--- config.mk ---
export PLATFORM = sky130hd
export DESIGN_NAME = matmul_ctrl
export DESIGN_NICKNAME = d
export VERILOG_FILES = /design/src/rtl/matmul_ctrl.sv
export SDC_FILE = /design/constraint.sdc
export NUM_CORES = 1
export LEC_CHECK = 0
export CAP_MARGIN = 30
export CORE_MARGIN = 2
export CORE_UTILIZATION = 49
export CTS_CLUSTER_SIZE = 24
export DETAILED_ROUTE_END_ITERATION = 7
export PLACE_DENSITY_LB_ADDON = 0.12
export SLEW_MARGIN = 20
export SYNTH_ARGS = -nofsm -noshare
export SYNTH_HDL_FRONTEND = slang
export SYNTH_SLANG_ARGS = --single-unit
export TNS_END_PERCENT = 10
--- constraint.sdc ---
create_clock -name clk -period 3.3 [get_ports clk]
set_input_delay 0.495 -clock clk [delete_from_list [all_inputs] [get_ports clk]]
set_output_delay 0.495 -clock clk [all_outputs]
set_load 0.03 [all_outputs]
--- src/rtl/matmul_ctrl.sv ---
// matmul_ctrl: sequencing FSM for the systolic-array matmul datapath.
//
// On an accepted start the block latches M, b = N>>2 and c = K>>2 and walks
// the tile loops (i over b, j over c, h over M+4 skewed rows).  Every cycle it
// drives the address-mux select, index strobes, lane/weight selects and the
// memory enables, so the datapath carries no control logic of its own.
//
// Optional feature: define MATMUL_CTRL_PERF_EN to add the perf_cycles_o and
// perf_mem_ops_o counters.  Without the macro neither port nor counter exists.
//
// Ports:
//   clk, rst_n        clock, asynchronous active-low reset
//   start_i           start pulse, accepted only in IDLE
//   M_i, N_i, K_i     matrix dimensions (N, K low two bits are ignored)
//   busy_o            high from BASE through DONE
//   done_o            one-cycle pulse in DONE
//   cfg_err_o         one-cycle pulse after a rejected start
//   base_cal_o        high in BASE (datapath registers base addresses)
//   i_cnt_o, j_cnt_o, h_cnt_o   index-advance strobes
//   i_idx_o, j_idx_o, h_idx_o   current tile / skewed-row indices
//   sel_addr_o        00 weight, 01 input, 10 output, 11 idle
//   wsub_o            weight offset within the tile
//   lane_o            lane select for the current phase
//   mem_rd_o, mem_wr_o  memory read / write enables
//   perf_cycles_o, perf_mem_ops_o  (MATMUL_CTRL_PERF_EN only)

module matmul_ctrl #(
  parameter int DIM = 4,
  parameter int HW  = 10
) (
  input  logic          clk,
  input  logic          rst_n,
  input  logic          start_i,
  input  logic [8:0]    M_i,
  input  logic [8:0]    N_i,
  input  logic [8:0]    K_i,
  output logic          busy_o,
  output logic          done_o,
  output logic          cfg_err_o,
  output logic          base_cal_o,
  output logic          i_cnt_o,
  output logic          j_cnt_o,
  output logic          h_cnt_o,
  output logic [6:0]    i_idx_o,
  output logic [6:0]    j_idx_o,
  output logic [HW-1:0] h_idx_o,
  output logic [1:0]    sel_addr_o,
  output logic [3:0]    wsub_o,
  output logic [1:0]    lane_o,
  output logic          mem_rd_o,
`ifdef MATMUL_CTRL_PERF_EN
  output logic          mem_wr_o,
  output logic [31:0]   perf_cycles_o,
  output logic [23:0]   perf_mem_ops_o
`else
  output logic          mem_wr_o
`endif
);

  localparam int LoadCycles = DIM * DIM;
  localparam int InCycles   = DIM;
  localparam int OutCycles  = 2 * DIM;

  typedef enum logic [2:0] {
    S_IDLE,
    S_BASE,
    S_LOAD_W,
    S_IN,
    S_OUT,
    S_HSTEP,
    S_DONE
  } state_e;

  state_e          state_q, state_d;
  logic [3:0]      cnt_q, cnt_d;
  logic [8:0]      m_q;
  logic [6:0]      b_q, c_q;
  logic [6:0]      i_q, j_q;
  logic [HW-1:0]   h_q;
  logic            cfg_err_q;

  logic            cfgBad;
  logic            accept;
  logic            hLast, jLast, iLast;
  logic [HW-1:0]   hNext;

  // ROW is a pure decision with no cycle of its own, so it is folded into the
  // transitions that would enter it.
  function automatic state_e rowDecision(input logic [HW-1:0] h, input logic [8:0] m);
    if (h < HW'(m))        return S_IN;
    else if (h >= HW'(DIM)) return S_OUT;
    else                   return S_HSTEP;
  endfunction

  assign cfgBad = (M_i == 9'd0) || (N_i < 9'd4) || (K_i < 9'd4);
  assign accept = (state_q == S_IDLE) && start_i && !cfgBad;
  assign hNext  = h_q + HW'(1);
  assign hLast  = (h_q >= (HW'(m_q) + HW'(3)));
  // j+1 >= c avoids underflow of c-1 (c is at least 1 here).
  assign jLast  = ({1'b0, j_q} + 8'd1) >= {1'b0, c_q};
  assign iLast  = ({1'b0, i_q} + 8'd1) >= {1'b0, b_q};

  // State register and phase counter.
  always_ff @(posedge clk or negedge rst_n) begin
    if (!rst_n) begin
      state_q <= S_IDLE;
      cnt_q   <= 4'd0;
    end else begin
      state_q <= state_d;
      cnt_q   <= cnt_d;
    end
  end

  // Next-state logic.
  always_comb begin
    state_d = state_q;
    unique case (state_q)
      S_IDLE:   if (accept) state_d = S_BASE;
      S_BASE:   state_d = S_LOAD_W;
      S_LOAD_W: if (cnt_q == 4'(LoadCycles - 1)) state_d = rowDecision(h_q, m_q);
      S_IN:     if (cnt_q == 4'(InCycles - 1))
                  state_d = (h_q >= HW'(DIM)) ? S_OUT : S_HSTEP;
      S_OUT:    if (cnt_q == 4'(OutCycles - 1)) state_d = S_HSTEP;
      S_HSTEP: begin
        if (!hLast)                state_d = rowDecision(hNext, m_q);
        else if (!jLast || !iLast) state_d = S_BASE;
        else                       state_d = S_DONE;
      end
      S_DONE:   state_d = S_IDLE;
      default:  state_d = S_IDLE;
    endcase
  end

  // The phase counter restarts on every state change; HSTEP self-loops let it
  // run freely but nothing reads it there.
  always_comb begin
    cnt_d = (state_d != state_q) ? 4'd0 : cnt_q + 4'd1;
  end

  // Loop indices and latched configuration.
  always_ff @(posedge clk or negedge rst_n) begin
    if (!rst_n) begin
      m_q       <= 9'd0;
      b_q       <= 7'd0;
      c_q       <= 7'd0;
      i_q       <= 7'd0;
      j_q       <= 7'd0;
      h_q       <= '0;
      cfg_err_q <= 1'b0;
    end else begin
      cfg_err_q <= (state_q == S_IDLE) && start_i && cfgBad;
      if (accept) begin
        m_q <= M_i;
        b_q <= N_i[8:2];
        c_q <= K_i[8:2];
        i_q <= 7'd0;
        j_q <= 7'd0;
        h_q <= '0;
      end else if (state_q == S_BASE) begin
        h_q <= '0;
      end else if (state_q == S_HSTEP) begin
        if (!hLast) begin
          h_q <= hNext;
        end else if (!jLast) begin
          j_q <= j_q + 7'd1;
        end else if (!iLast) begin
          i_q <= i_q + 7'd1;
          j_q <= 7'd0;
        end
      end
    end
  end

  // Output decode.  In OUT the counter's LSB alternates read/write and the
  // upper bits pick the lane.
  always_comb begin
    busy_o     = 1'b1;
    done_o     = 1'b0;
    base_cal_o = 1'b0;
    i_cnt_o    = 1'b0;
    j_cnt_o    = 1'b0;
    h_cnt_o    = 1'b0;
    sel_addr_o = 2'b11;
    wsub_o     = 4'd0;
    lane_o     = 2'd0;
    mem_rd_o   = 1'b0;
    mem_wr_o   = 1'b0;
    unique case (state_q)
      S_IDLE:   busy_o = 1'b0;
      S_BASE:   base_cal_o = 1'b1;
      S_LOAD_W: begin
        sel_addr_o = 2'b00;
        mem_rd_o   = 1'b1;
        wsub_o     = cnt_q;
        lane_o     = cnt_q[1:0];
      end
      S_IN: begin
        sel_addr_o = 2'b01;
        mem_rd_o   = 1'b1;
        lane_o     = cnt_q[1:0];
      end
      S_OUT: begin
        sel_addr_o = 2'b10;
        lane_o     = cnt_q[2:1];
        mem_rd_o   = ~cnt_q[0];
        mem_wr_o   = cnt_q[0];
      end
      S_HSTEP: begin
        h_cnt_o = !hLast;
        j_cnt_o = hLast && !jLast;
        i_cnt_o = hLast && jLast && !iLast;
      end
      S_DONE:   done_o = 1'b1;
      default:  busy_o = 1'b0;
    endcase
  end

  assign cfg_err_o = cfg_err_q;
  assign i_idx_o   = i_q;
  assign j_idx_o   = j_q;
  assign h_idx_o   = h_q;

`ifdef MATMUL_CTRL_PERF_EN
  logic [31:0] perfCycles_q;
  logic [23:0] perfMemOps_q;

  // Both counters restart on an accepted start and hold once the run is over.
  always_ff @(posedge clk or negedge rst_n) begin
    if (!rst_n) begin
      perfCycles_q <= 32'd0;
      perfMemOps_q <= 24'd0;
    end else if (accept) begin
      perfCycles_q <= 32'd0;
      perfMemOps_q <= 24'd0;
    end else begin
      if (busy_o)              perfCycles_q <= perfCycles_q + 32'd1;
      if (mem_rd_o | mem_wr_o) perfMemOps_q <= perfMemOps_q + 24'd1;
    end
  end

  assign perf_cycles_o  = perfCycles_q;
  assign perf_mem_ops_o = perfMemOps_q;
`endif

endmodule

# Word level (Yosys, flattened, before mapping)
# Index checks and enable logic that the tools add are counted.
word_totals:
  inputBits: 30
  reg_bits: 55
  out_inout_bits: 41
  wordCells: 103
classes:
  bitwise: 1
  add_sub_neg: 7
  n_lt_le_gt_ge: 9
  n_mux: 39
  n_reduce_logical: 24
  n_eq_ne: 14
op_table:
  columns: ["cell", "count"]
  rows:
  - ["7-bit 2-to-1 mux", 12]
  - ["10-bit 2-to-1 mux", 4]
  - ["3-bit 2-to-1 mux", 8]
  - ["10-bit by 3-bit >= comparator with 1-bit output, second input constant", 2]
  - ["10-bit by 9-bit less-than comparator with 1-bit output", 2]
  - ["9-bit by 3-bit less-than comparator with 1-bit output, second input constant", 2]
  - ["3-bit one-hot mux with 6 select lines", 1]
  - ["7-bit by 1-bit adder with 8-bit output, second input constant", 2]
  - ["8-bit by 7-bit >= comparator with 1-bit output", 2]
  - ["7-bit by 1-bit adder with 7-bit output, second input constant", 2]
  - ["10-bit by 1-bit adder with 10-bit output, second input constant", 1]
  - ["9-bit by 2-bit adder with 10-bit output, second input constant", 1]
  - ["10-bit >= comparator", 1]
  - ["3-bit equality test, second input constant", 3]
  - ["9-bit zero test", 1]
  - ["1-bit 2-to-1 mux", 9]
  - ["4-bit 2-to-1 mux", 2]
  - ["3-bit by 2-bit equality test with 1-bit output, second input constant", 2]
  - ["1-bit logical AND", 6]
  - ["2-bit one-hot mux with 3 select lines", 1]
  - ["2-bit nonzero test", 3]
  - ["6-bit OR reduction", 1]
  - ["5-bit AND reduction", 1]
  - ["4-bit by 1-bit adder with 4-bit output, second input constant", 1]
  - ["18 further kinds", 24]

# Depth between registers and ports, before layout
# Gate-level depths: netlist of run 1.
depth:
  ltp_word: 9
  ltp_mapped: 13
  depth_no_buf: 13

# Worst setup path after synthesis of run 1
# Ideal clock, no wire load.
synth_path:
  kind: "flip-flop to output port"
  startpoint: "reg m_q[0]"
  endpoint: "out i_cnt_o"
  path_stages_with_launch: 12
  slack_ns: -0.048
  path_buffers: 1
  arrival_time_ns: 2.853
  required_time_ns: 2.805
  cell_sequence: "dfrtp_1 -> inv_1 -> ha_1 -> nor4_1 -> xnor2_1 -> ha_1 -> a2111o_1 -> a2111oi_4 -> nor2_1 -> nand4b_1 -> clkbuf_1 -> inv_1"
synth_between:
  elab_chain_cells: 5
synth_rtl:
  columns: ["item", "line", "text"]
  rows:
  - ["start: declaration", "76", "logic [8:0] m_q;"]
  - ["start signal: assignment", "153", "m_q <= M_i;"]
  - ["9-bit by 2-bit adder with 10-bit output", "98", "assign hLast = (h_q >= (HW'(m_q) + HW'(3)));"]
  - ["10-bit >= comparator", "98", null]
  - ["1-bit logical AND (2 in series)", "211", "i_cnt_o = hLast && jLast && !iLast;"]
  - ["1-bit 2-to-1 mux", "188", "unique case (state_q)"]
  - ["end: declaration", "41", "output logic i_cnt_o,"]
# No other way between the ends.

# Worst setup path in the final report of run 1
layout_path:
  startpoint: "reg m_q[2]"
  endpoint: "out j_cnt_o"
layout_between:
  elab_chain_cells: 4
layout_rtl:
  columns: ["item", "line", "text"]
  rows:
  - ["9-bit by 2-bit adder with 10-bit output", "98", null]
  - ["10-bit >= comparator", "98", null]
  - ["1-bit logical AND", "210", "j_cnt_o = hLast && !jLast;"]
  - ["1-bit 2-to-1 mux", "188", null]
  - ["end: declaration", "42", "output logic j_cnt_o,"]
# No other way between the ends.

==> results by group, run 1 <==
Run status
  – Status: finished, violations left
  – Failing checks: setup timing

Clock tree
  – Clock root cell: clkbuf_8
  – CTS max path bufs: 2
  – Later-pin clock latency in the skew report: 0.32 ns
  – CTS Sinks: 55
  – H-tree Lvls: 2
  – Num CTS Buffers: 5
  – CTS tree: built
  – Post-CTS Hold Buffers: 0
  – Clock slew at reported path FFs: about 0.11 ns

Final layout
  – Register area: around 1400 um^2
  – Commonest non-fill, non-tap cell in the layout: clkdlybuf4s50_1
  – Synth-to-Final Area Change: 32.0%
  – Multi-input logic area: roughly 2600 um^2
  – Fraction of layout cells with a size suffix above 1: 0.156
  – Filler Cells Inserted: 716
  – Layout Nets: about 660
  – Antenna cell count: 0
  – Most frequent cells in the layout: clkdlybuf4s50_1 (62), nand2_1 (58), dfrtp_1 (55)

Place
  – Post-Place Worst Slack: -0.212 ns
  – Port bufs: 66
  – Final HPWL DP: around 8000 um
  – Routability Congestion: a little over 0.9

Hold path
  – Hold Path Class: input port to async pin

Critical path
  – CP max FO: 4
  – Crit path kind: register to output port
  – CP arrival: ~3 ns
  – FF-to-FF setup slack: -0.04 ns
  – Worst reg2reg startpoint: m_q[2]
  – Worst r2r path cells: 13
  – Reg2reg end: cnt_q[2]
  – Worst setup EP type: output port
  – Worst setup endpoint: j_cnt_o
  – Crit path launch: m_q[2]
  – Required @ worst endpoint: roughly 2.8 ns
  – CP Launch Type: register

Yosys
  – Post-synth top flop: dfrtp_1
  – Post-Syn Area: 4100 um^2
  – Mux contribution to synthesized area: 0.0101
  – Ys Warns: 0
  – Simple-gate share of the synthesized area: 0.207
  – Post-Synth Adder-Cell Area: 0.146
  – Post-Synth XOR/XNOR Area: 0.0641
  – Synth Instances: 473
  – Number of flops mapped to enable cells by yosys: 0
  – Post-Syn Nets: around 550
  – Netlist cell types: a little under 60
  – Sequential share of the synthesized area: 0.336
  – Syn Area/Cell: approximately 8.7 um^2
  – Compound-Gate Fraction of Synth Area: 0.187
  – Fraction of registers with async set/reset: 1.00
  – Yosys reg bits: 55
  – Main combinational cell family by area after synthesis: simple AND/OR/NAND/NOR gates

Route
  – Drt drc: 0
  – Vias per cell: ~5.6
  – Via count: between 3000 and 4000
  – Drt pass-1 iters: 4
  – Starting DRT DRC Count: 230
  – Final antenna-violating net count: 0
  – Wire per inst: between 15 and 20 um
  – Routed WL: 10500 um

Timing
  – Fmax: roughly 290 MHz
  – Final period util: 1.04
  – Crit path time final: roughly 3.4 ns
  – Slew Limit Fails: 0
  – Worst Tran Pin Value: a little over 0.7 ns
  – Final setup margin: -0.137 ns
  – Final number of setup-violating endpoints: 4
  – Number of hold violations in the final report: 0
  – Worst hold margin: 0.298 ns
  – Fin Clk Skew: around 0.0065 ns
  – Slew margin rel.: 0.522
  – Unrepaired setup endpoints after global routing: yes

Floorplanning
  – Row Count: 33
  – Number of top-level pins: just over 70
  – Initial Util: 0.502
  – Core region area: 8180 um^2
  – Die ar.: 9120 um^2
  – Die Wd: around 95 um
  – DIE HEIGHT: 95.5 um

Pwr
  – Int Pwr: around 930 uW
  – Clock power frac: 0.393
  – Sw Share: 0.217
  – Net Sw Power: about 260 uW
  – Leak pwr: about 2.5 nW
  – Pwr/cell area: 220 nW/um^2
  – Maximum VDD drop: around 200 uV
  – Sequential share of power: 0.566
  – Combinational share of power: 0.041

Global routing
  – Global-route wire length before repair: ~17000 um
  – Largest net degree at the start of global routing: 56
  – GRT Overall Usage: 0.241
  – Number of global-route vias before repair: 3704
  – Antenna violations before repair: 0
  – Grt total ovfl: 0

Run
  – Max Cap Viol: 0
critical path, cell delays in order (launching register included):
cell	delay, ns
dfrtp_1	0.36
nand4_1	0.16
nor2_2	0.17
o21ai_2	0.09
or3_1	0.32
ha_2	0.18
a2111o_1	0.34
a2111oi_4	0.39
buf_4	0.19
or2_4	0.11
buf_6	0.10
nor3_4	0.04
buf_6	0.14
logic make-up after synthesis:
logic type      Yosys count
compound gates          114
xor+xnor                 30
fa+ha+maj                48
buf+inv                  52
flops                    55
mux                       4
simple gates            170
cell usage after synthesis (2+ instances only):
cell type   n  area share
nor2_1     22       0.020
nand2_1    58       0.053
nor4_1      4      0.0061
a21o_1      7       0.013
mux2i_1     3      0.0073
or3_1       6      0.0092
o211ai_1    3      0.0055
nor3b_1     4      0.0073
o311ai_0    2      0.0043
ha_1       48        0.15
xnor2_1    22       0.047
and3_1      6      0.0092
nand3_1    21       0.026
o21ai_0    43       0.052
a21oi_1    11       0.013
a31oi_1     6      0.0092
dfrtp_1    55        0.34
buf_2       4      0.0049
or4_1       3      0.0055
a22o_1      8       0.017
nand4_1     6      0.0092
nand2b_1    9       0.014
nor2b_1     7       0.011
o22ai_1     3      0.0046
and2_1      6      0.0092
xor2_1      8       0.017
a211oi_1    4      0.0073
nor3_1     11       0.013
o31ai_1     9       0.016
o21a_1      3      0.0055
inv_1      32       0.029
clkbuf_1   12       0.011
a211o_1     2      0.0043
worst min-delay path by stage:
stage / to / slack (ns) / depth (start not counted)
after CTS: cnt_q[0] / 0.35 / 2
after global placement: c_q[0] / 0.47 / 2
final: cnt_q[0] / 0.30 / 2
after global routing: h_idx_o[5] / 0.38 / 2
after floorplan: b_q[0] / 0.20 / 0
after detailed placement: b_q[0] / 0.47 / 2
layout make-up:
type	instances	area share
Tap cell	105	0.0243
Sequential cell	55	0.254
Timing Repair Buffer	121	0.198
Clock inverter	2	0.00717
Clock buffer	6	0.0134
Multi-Input combinational cell	366	0.479
Inverter	34	0.0236
per-stage QoR:
| stage | std cells | utilization | TNS (ns) | instance area [um^2] | total power [mW] |
|---|---|---|---|---|---|
| final | 689 | 0.662 | -0.299 | 5410 | 1.19 |
| after global routing | 689 | 0.662 | -2.17 | 5410 | 1.23 |
| after CTS | 685 | 0.653 | -0.00372 | 5340 | 1.20 |
| after detailed placement | 674 | 0.632 | -0.212 | 5170 | 0.737 |
| after global placement | 674 | 0.632 | -0.127 | 5170 | 0.737 |
| after floorplan | 473 | - | 0 | 4100 | 0.689 |
layer usage:
layer | share of wire | vias up | track usage
li1 | - | 1906 | -
met1 | 0.45 | 1838 | 0.332
met2 | 0.50 | 92 | 0.404
met3 | 0.041 | 6 | 0.0332
met4 | 0.0099 | 0 | 0.0548
met5 | 0 | - | 0
power by group through the flow:
stage / registers [mW] / logic (mW) / clock network (mW)
finish: 0.673 / 0.0490 / 0.467
global route: 0.674 / 0.0546 / 0.506
CTS: 0.674 / 0.0508 / 0.480
detailed placement: 0.687 / 0.0507 / 0
global placement: 0.687 / 0.0499 / 0
floorplan: 0.687 / 0.00166 / 0
sequential cells by signal, indices dropped and copies added, names as in the netlist:
register,cells
b_q,7
c_q,7
cfg_err_o,1
cnt_q,4
h_idx_o,10
i_idx_o,7
j_idx_o,7
m_q,9
state_q,3
what timing repair did:
item | in CTS | in global routing
pin swaps | 7 | 9
setup buffers | 3 | 4
setup endpoints to repair | 4 | 7
gates resized for setup | 14 | 17
Note: power is estimated with default switching activity, not from simulation.
==> inputs of run 2 (changes only) <==
--- a/constraint.sdc
+++ b/constraint.sdc
@@ -3,2 +3,2 @@
 set_output_delay 0.495 -clock clk [all_outputs]
-set_load 0.03 [all_outputs]
+set_load 0.01 [all_outputs]
==> results by group, run 2 (synthesis gave the netlist of run 1 again) <==
Run status
  – Status: finished, violations left (unchanged)
  – Failing checks: setup timing (unchanged)

Final layout
  – Antenna cell count: 0 (unchanged)
  – Synth-to-Final Area Change: 30.9% (was 32.0%)
  – Fraction of layout cells with a size suffix above 1: 0.150 (was 0.156)
  – Fin util: 0.657 (was 0.662)
  – Design Area, Final: 5370 um^2 (was 5410 um^2)
  – Max FFs per register: 10 (unchanged)
  – Commonest non-fill, non-tap cell in the layout: clkdlybuf4s50_1 (unchanged)
  – Filler Cells Inserted: 697 (was 716)
  – Most frequent cells in the layout: clkdlybuf4s50_1 (62), nand2_1 (58), dfrtp_1 (55) (unchanged)
  – Layout Nets: 658 (was 661)

Clock tree
  – CTS Sinks: 55 (unchanged)
  – Clock root cell: clkbuf_8 (unchanged)
  – Num CTS Buffers: 5 (unchanged)
  – Later-pin clock latency in the skew report: 0.32 ns (about the same)
  – CTS max path bufs: 2 (unchanged)
  – CTS tree: built (unchanged)
  – H-tree Lvls: 2 (unchanged)
  – Clock slew at reported path FFs: 0.11 ns (about the same)
  – Post-CTS Hold Buffers: 0 (unchanged)

Global routing
  – Grt total ovfl: 0 (unchanged)
  – Number of global-route vias before repair: 3648 (was 3704)
  – GR Util met2: 0.408 (was 0.404)
  – Met1 GRT Util: 0.318 (was 0.332)
  – GRT Overall Usage: 0.234 (was 0.241)
  – Met3 Use GR: 0.0237 (was 0.0332)
  – Antenna violations before repair: 0 (unchanged)
  – Largest net degree at the start of global routing: 56 (unchanged)
  – Global-route wire length before repair: 17000 um (was 17400 um)
  – Gr busiest metal: met2 (unchanged)

Timing
  – Fin Clk Skew: 0.00806 ns (was 0.00654 ns)
  – Final number of setup-violating endpoints: 7 (was 4)
  – Worst Tran Pin Value: 0.736 ns (was 0.716 ns)
  – Fmax: 289 MHz (was 291 MHz)
  – Slew Limit Fails: 0 (unchanged)
  – Final setup margin: -0.162 ns (was -0.137 ns)
  – Number of hold violations in the final report: 0 (unchanged)
  – Final period util: 1.05 (was 1.04)
  – Unrepaired setup endpoints after global routing: yes (unchanged)
  – Crit path time final: 3.46 ns (was 3.44 ns)
  – Slew margin rel.: 0.509 (was 0.522)

Place
  – Post-DP Area: 5150 um^2 (was 5170 um^2)
  – Final HPWL DP: 8000 um (was 7930 um)
  – Port bufs: 66 (unchanged)
  – Routability Congestion: 0.859 (was 0.916)

Floorplanning
  – Initial Util: 0.502 (unchanged)
  – Die Wd: 95.5 um (unchanged)
  – Row Count: 33 (unchanged)
  – Core region area: 8180 um^2 (unchanged)
  – DIE HEIGHT: 95.5 um (unchanged)
  – Die ar.: 9120 um^2 (unchanged)
  – Number of top-level pins: 71 (unchanged)

Run
  – Max Cap Viol: 0 (unchanged)

Critical path
  – Worst reg2reg startpoint: m_q[0] (was m_q[2])
  – CP max FO: 3 (was 4)
  – Crit path kind: register to output port (unchanged)
  – CP arrival: 2.97 ns (was 2.94 ns)
  – Worst r2r path cells: 15 (was 13)
  – Required @ worst endpoint: 2.80 ns (about the same)
  – CP Launch Type: register (unchanged)
  – Reg2reg end: cnt_q[2] (unchanged)
  – Worst setup EP type: output port (unchanged)
  – FF-to-FF setup slack: -0.03 ns (was -0.04 ns)

Pwr
  – Pwr/cell area: 211 nW/um^2 (was 220 nW/um^2)
  – Maximum VDD drop: 185 uV (was 203 uV)
  – Leak pwr: 2.51 nW (was 2.52 nW)

Route
  – Drt pass-1 iters: 6 (was 4)
  – Routed WL: 10400 um (was 10500 um)
  – Final antenna-violating net count: 0 (unchanged)
  – Wire per inst: 15.2 um (was 15.3 um)
  – Drt drc: 0 (unchanged)
  – Via count: 3862 (was 3842)
  – Vias per cell: 5.63 (was 5.58)
  – Starting DRT DRC Count: 166 (was 230)

Hold path
  – Hold Path Class: input port to async pin (unchanged)
run 2: changes by cell type in the layout (fill, tap and decap cells not counted), sizes merged:
| cell | previous run | this run |
|---|---|---|
| clkbuf | 6 | 5 |
| buf | 59 | 56 |
| bufinv | 1 | 0 |
| inv | 34 | 35 |
| clkinv | 1 | 2 |
run 2: critical path, stage by stage (launching register included):
cell and delay [ns]:
dfrtp_1 0.39, inv_1 0.11, ha_4 0.17, buf_4 0.12, nor2_2 0.04, xnor2_1 0.12, ha_1 0.19, a2111o_1 0.47
a2111oi_4 0.41, buf_4 0.18, nor2_2 0.04, nand4b_1 0.19, inv_1 0.07, buf_2 0.14
run 2: report_power, final:
group / internal (mW) / total (mW) / switching, mW
logic: 0.0274 / 0.0492 / 0.0219
registers: 0.674 / 0.674 / 0
clock network: 0.155 / 0.409 / 0.254
run 2: timing repair:
item                                   4_1_cts  5_1_grt
pin swaps                                    7       10
setup buffers                                4        3
endpoints found under the hold margin        0        0
setup endpoints to repair                    8       12
cloned                                       0        0
gates resized for setup                     19       15
run 2: how the worst max path moves through the flow:
stage | from | end | slack, ns | depth (start not counted)
after detailed placement | m_q[0] | i_cnt_o | -0.19 | 10
after CTS | m_q[2] | i_cnt_o | -0.11 | 12
after floorplan | m_q[0] | i_cnt_o | 0.04 | 11
after global placement | m_q[0] | i_cnt_o | -0.12 | 11
after global routing | m_q[2] | i_cnt_o | -0.28 | 12
final | m_q[0] | i_cnt_o | -0.16 | 13
run 2: metrics by stage:
stage          instances  hold WS [ns]  power, mW  setup TNS, ns  setup WS (ns)
6_report             686         0.308       1.13         -0.380         -0.162
5_1_grt              686         0.374       1.17          -1.35         -0.275
4_1_cts              683         0.334       1.15         -0.435         -0.112
3_5_place_dp         671         0.477      0.737          -1.11         -0.191
3_3_place_gp         671         0.466      0.736         -0.485         -0.124
2_1_floorplan        473         0.199      0.689              0         0.0424
run 2: area by class of cell:
class                           instances  area [um^2]  share of cell area
Tap cell                              105          131              0.0245
Inverter                               34          128              0.0238
Multi-Input combinational cell        366         2600               0.484
Sequential cell                        55         1380               0.256
Clock inverter                          3         22.5             0.00419
Timing Repair Buffer                  118         1040               0.195
Clock buffer                            5         68.8              0.0128
run 2: per-layer routing:
layer,vias to the layer above,wire [um]
met1,1846,4680
met2,102,5180
met5,-,0
li1,1902,-
met4,0,114
met3,12,450
